### config.mk
export PLATFORM = sky130hd
export DESIGN_NAME = fetch_queue
export DESIGN_NICKNAME = d
export VERILOG_FILES = /design/src/rtl/fetch_queue_pkg.sv /design/src/rtl/fetch_queue.sv
export SDC_FILE = /design/constraint.sdc
export NUM_CORES = 1
export LEC_CHECK = 0
export BUFFER_PORTS_ARGS = -buffer_cell sky130_fd_sc_hd__buf_2
export CORE_MARGIN = 4
export CORE_UTILIZATION = 60
export CTS_CLUSTER_SIZE = 12
export DETAILED_ROUTE_END_ITERATION = 12
export PLACE_DENSITY_LB_ADDON = 0.12
export SYNTH_ARGS = -nofsm -noshare
export SYNTH_HDL_FRONTEND = slang
export SYNTH_SLANG_ARGS = --single-unit
export TNS_END_PERCENT = 50
### constraint.sdc
create_clock -name clk -period 8.08 [get_ports clk]
set_input_delay 1.616 -clock clk [delete_from_list [all_inputs] [get_ports clk]]
set_output_delay 1.616 -clock clk [all_outputs]
set_load 0.02 [all_outputs]
### src/rtl/fetch_queue_pkg.sv
// rtl/fetch_queue_pkg.sv - shared types and constants for the fetch-to-decode instruction queue
package fetch_queue_pkg;

  localparam int INST_W = 32;
  localparam int PC_W   = 32;

  localparam logic [INST_W-1:0] NOP_INST = 32'h00000013;

  typedef struct packed {
    logic [INST_W-1:0] inst;
    logic [PC_W-1:0]   pc;
    logic [PC_W-1:0]   pc4;
  } fetch_entry_t;

  typedef struct packed {
    logic         flush;
    logic         push_valid;
    fetch_entry_t push;
    logic         pop_ready;
  } fetch_queue_in_t;

  // Occupancy count depends on DEPTH, so it stays a separate port.
  typedef struct packed {
    logic         full;
    logic         pop_valid;
    fetch_entry_t pop;
  } fetch_queue_out_t;

endpackage

### src/rtl/fetch_queue.sv
// rtl/fetch_queue.sv - in-order circular queue between fetch and decode with flush
module fetch_queue
  import fetch_queue_pkg::*;
#(
  parameter int DATA_WIDTH = 32,
  parameter int DEPTH      = 4,
  localparam int PC_SIZE   = PC_W,
  localparam int CNT_W     = $clog2(DEPTH) + 1
) (
  input  logic                  clk,
  input  logic                  arst_n,
  input  logic                  flush_in,
  input  logic                  push_valid_in,
  input  logic [DATA_WIDTH-1:0] push_inst_in,
  input  logic [PC_SIZE-1:0]    push_pc_in,
  input  logic [PC_SIZE-1:0]    push_pc4_in,
  output logic                  full_out,
  input  logic                  pop_ready_in,
  output logic                  pop_valid_out,
  output logic [DATA_WIDTH-1:0] pop_inst_out,
  output logic [PC_SIZE-1:0]    pop_pc_out,
  output logic [PC_SIZE-1:0]    pop_pc4_out,
  output logic [CNT_W-1:0]      count_out
);

  localparam int PTR_W = $clog2(DEPTH);

  fetch_queue_in_t  in_s;
  fetch_queue_out_t out_s;

  logic [PTR_W-1:0] wptr_q, wptr_d;
  logic [PTR_W-1:0] rptr_q, rptr_d;
  logic [CNT_W-1:0] count_q, count_d;
  fetch_entry_t     mem_q [DEPTH];

  logic full, valid, push_fire, pop_fire;

  assign in_s.flush      = flush_in;
  assign in_s.push_valid = push_valid_in;
  assign in_s.push.inst  = push_inst_in;
  assign in_s.push.pc    = push_pc_in;
  assign in_s.push.pc4   = push_pc4_in;
  assign in_s.pop_ready  = pop_ready_in;

  // Flags come from registered count only, so fetch stall has no combinational path from inputs.
  assign full      = (count_q == CNT_W'(DEPTH));
  assign valid     = (count_q != '0);
  assign push_fire = in_s.push_valid && !full;
  assign pop_fire  = valid && in_s.pop_ready;

  always_comb begin
    wptr_d  = wptr_q;
    rptr_d  = rptr_q;
    count_d = count_q;
    if (in_s.flush) begin
      wptr_d  = '0;
      rptr_d  = '0;
      count_d = '0;
    end else begin
      if (push_fire) wptr_d = wptr_q + PTR_W'(1);
      if (pop_fire)  rptr_d = rptr_q + PTR_W'(1);
      case ({push_fire, pop_fire})
        2'b10:   count_d = count_q + CNT_W'(1);
        2'b01:   count_d = count_q - CNT_W'(1);
        default: count_d = count_q;
      endcase
    end
  end

  always_ff @(posedge clk or negedge arst_n) begin
    if (!arst_n) begin
      wptr_q  <= '0;
      rptr_q  <= '0;
      count_q <= '0;
    end else begin
      wptr_q  <= wptr_d;
      rptr_q  <= rptr_d;
      count_q <= count_d;
    end
  end

  // Payload storage needs no reset: stale entries are masked whenever count is zero.
  always_ff @(posedge clk) begin
    if (push_fire && !in_s.flush) mem_q[wptr_q] <= in_s.push;
  end

  always_comb begin
    out_s.full      = full;
    out_s.pop_valid = valid;
    out_s.pop.inst  = NOP_INST;
    out_s.pop.pc    = '0;
    out_s.pop.pc4   = '0;
    if (valid) out_s.pop = mem_q[rptr_q];
  end

  assign full_out      = out_s.full;
  assign pop_valid_out = out_s.pop_valid;
  assign pop_inst_out  = out_s.pop.inst;
  assign pop_pc_out    = out_s.pop.pc;
  assign pop_pc4_out   = out_s.pop.pc4;
  assign count_out     = count_q;

endmodule

==> metrics.txt <==
status=finished, final reports clean; RSZ-0062 raised after global routing=false; skew final=12.7 ps; Yosys warnings=0; Total Power=4.79 mW; TNS Setup=0 ps; critical path required time=6460 ps; startpoint types=flop; clock root buffer=clkbuf_16; Max Fanout on Critical Path=43; Pleak=5.98 nW; Setup Fix Bufs, Post-CTS=0; Post-Syn Instances=674; Ports=202; CTS H-Tree Depth=2; Highest Clock Rate=0.206 GHz; CP endpoint kind=output port; Worst-Margin Slew=1060 ps; gp weighted congestion=0.715; CP arrival=3250 ps; Switch Pwr=1.18 mW; vias in the first global route=7,663; Num CTS Buffers=39; die area=27,600 um^2; Comb power frac=16.5%; WS Path Type=flop to output port; post_cts resized=0; relative slew slack=29.2%; area growth from synthesis to layout=16.1%; worst hold path type=flop to flop; CTS Buffer Depth=3; footprint of the multi-input gates=3110 um^2; cells along the critical path=buf_4, mux4_2, and2_1, buf_2; Tmin final=4860 ps; first-pass GRT wire length=43.8 mm; Clock Sinks=391; cts hold-fix bufs=0; clk_lat worst skew=510 ps; Sw Share=24.6%; die width=166 um; worst reg2reg path startpoint=count_out[0]; Hold Crit Start=wptr_q[1]; routed wire length=28.0 mm; ANT cells=0; total gr overflow=0; vias after detailed routing=7,135; Initial DRT Pass Iterations=5; P_int=3.61 mW; DIE HEIGHT=166 um; share of layout cells above drive strength 1=39.4%; Synth Flop Type=edfxtp_1; largest net degree at the start of global routing=70; FP Rows=57; CP max stage delay=970 ps; Core Region=24,500 um^2; Final nets=992; CTS clk-pin slew, worst paths=50 ps; max cap viols=0; Reg area=11,700 um^2; flops & latches, synth=391; antenna-violating nets left=0; CTS tree=done; Seq pwr share=49.4%; sequential-to-total area share from yosys stat=77.9%; distinct cell type count after synthesis=34; Avg Inst Size Synth=22.3 um^2; Post-synth EDFFs=384; Filler cells=1,471; fin crit share=60.2%; Setup-failing EPs final=0; Peak VDD IR=0.231 mV; # port buffers=201; asr flop ratio synth=1.79%; Initial DRC Count=743; total track usage=20.3%; Netlist Area Pre-Place=15,000 um^2; max-slew violation count=0; Vias/cell=5.80; initial core utilization=61.4%; Critical Path Start=rptr_q[0]; power per cell area=275 nW/um^2; average wire per standard cell=22.8 um; syn_nets=780; drc violations=0; power share of the clock group=34.0%; initial antenna violation count=3; Final Hold Vio Count=0; crit path max-delay cell type=dfrtp_4; DPL Wire Length=16.6 mm
## Yosys cell counts, types with 2 or more instances
cell type	instances	share of area [%]
a21oi_1	2	0.067
and2_1	98	4.1
buf_2	16	0.53
buf_6	3	0.22
clkbuf_1	16	0.40
dfrtp_1	7	1.2
edfxtp_1	384	77
ha_1	4	0.33
inv_1	4	0.10
mux4_2	96	14
nand2_1	4	0.10
nand2b_1	2	0.083
nand3_1	5	0.17
nor2_1	6	0.15
o21ai_0	4	0.13
or2_1	3	0.12
xnor2_1	2	0.12
xor2_1	2	0.12
## cell families (layout without fill, tap and decap cells)
| family | Yosys count | in the layout | synth area share [%] |
|---|---|---|---|
| compound gates | 11 | 11 | 0.466 |
| xor+xnor | 4 | 4 | 0.233 |
| fa+ha+maj | 5 | 5 | 0.466 |
| buf+inv | 42 | 274 | 1.47 |
| flops | 391 | 391 | 77.9 |
| mux | 97 | 97 | 14.5 |
| simple gates | 124 | 124 | 5.00 |
## metrics by stage
| stage | hold WS, ps | instances | area (um^2) | util [%] | setup WS (ps) |
|---|---|---|---|---|---|
| final | 612 | 1230 | 17400 | 71.3 | 3220 |
| after floorplan | 542 | 674 | 15000 | - | 3170 |
| after global placement | 557 | 1169 | 16300 | 66.7 | 3620 |
| after detailed placement | 613 | 1169 | 16300 | 66.7 | 3610 |
| after CTS | 626 | 1230 | 17400 | 71.3 | 3060 |
| after global routing | 652 | 1230 | 17400 | 71.3 | 2900 |
## final timing paths
| check | cells past startpoint | end | slack, ps |
|---|---|---|---|
| max | 4 | pop_inst_out[3] | 3220 |
| min | 2 | wptr_q[1] | 610 |
| max reg2reg | 8 | count_out[2] | 4950 |
| max in group asynchronous | 1 | rptr_q[0] | 6940 |
| min in group asynchronous | 1 | wptr_q[0] | 940 |
| min reg2reg | 2 | wptr_q[1] | 610 |
## power groups by stage
stage	Combinational, mW	Clock (mW)	Sequential [mW]
4_1_cts	0.809	1.67	2.37
5_1_grt	0.852	1.77	2.38
6_report	0.792	1.63	2.37
3_5_place_dp	0.805	0	2.41
3_3_place_gp	0.793	0	2.41
2_1_floorplan	0.583	0	2.38
## cell type report
cell class,instances,area share (%)
clock buffer,58,6.30
clock inverter,3,0.222
inverter,4,0.0861
multi-input combinational,241,17.8
sequential,391,67.1
tap,324,2.32
timing repair buffer,209,6.11
## worst max-delay path: cells and delay by family (launching register included)
kind / cells / cell delay (ps)
simple gates: 1 / 200
flops: 1 / 970
mux: 1 / 600
buf+inv: 2 / 920
## state kept, by name (all words and copies together), names as in the netlist
register,count
mem_q,384
count_out,3
rptr_q,2
wptr_q,2
## routing by layer
layer / track usage [%] / wire length (um) / part of all wire [%] / vias up
met4: 4.98 / 616 / 2.2 / 6
met2: 34.9 / 14400 / 52 / 253
met5: 0 / 23 / 0.082 / -
li1: - / - / - / 3146
met1: 26.7 / 10900 / 39 / 3676
met3: 5.05 / 2040 / 7.3 / 54
## placed cells by master, fill, tap and decap left out
master,netlist,routed
edfxtp_1,384,384
buf_2,16,201
mux4_2,96,96
and2_1,98,94
clkbuf_16,0,41
clkbuf_1,16,16
buf_4,1,8
nor2_1,6,6
nand3_1,5,5
dfrtp_1,7,5
o21ai_0,4,4
and2_4,0,4
nand2_1,4,4
ha_1,4,4
or2_1,3,3
inv_1,4,3
nand2b_1,2,2
xnor2_1,2,2
a21oi_1,2,2
xor2_1,2,2
dfrtp_4,0,2
nor3b_1,1,1
nor3_2,1,1
inv_2,0,1
and3_1,1,1
a211oi_1,1,1
or3_1,1,1
o311a_1,1,1
nor3_1,1,1
mux2i_1,1,1
o211ai_1,1,1
nor4b_1,1,1
o22ai_1,1,1
a41oi_1,1,1
fa_1,1,1
clkbuf_8,0,1
bufinv_16,0,1
clkinv_1,0,1
clkinv_2,0,1
(Power assumes the default switching activity.)
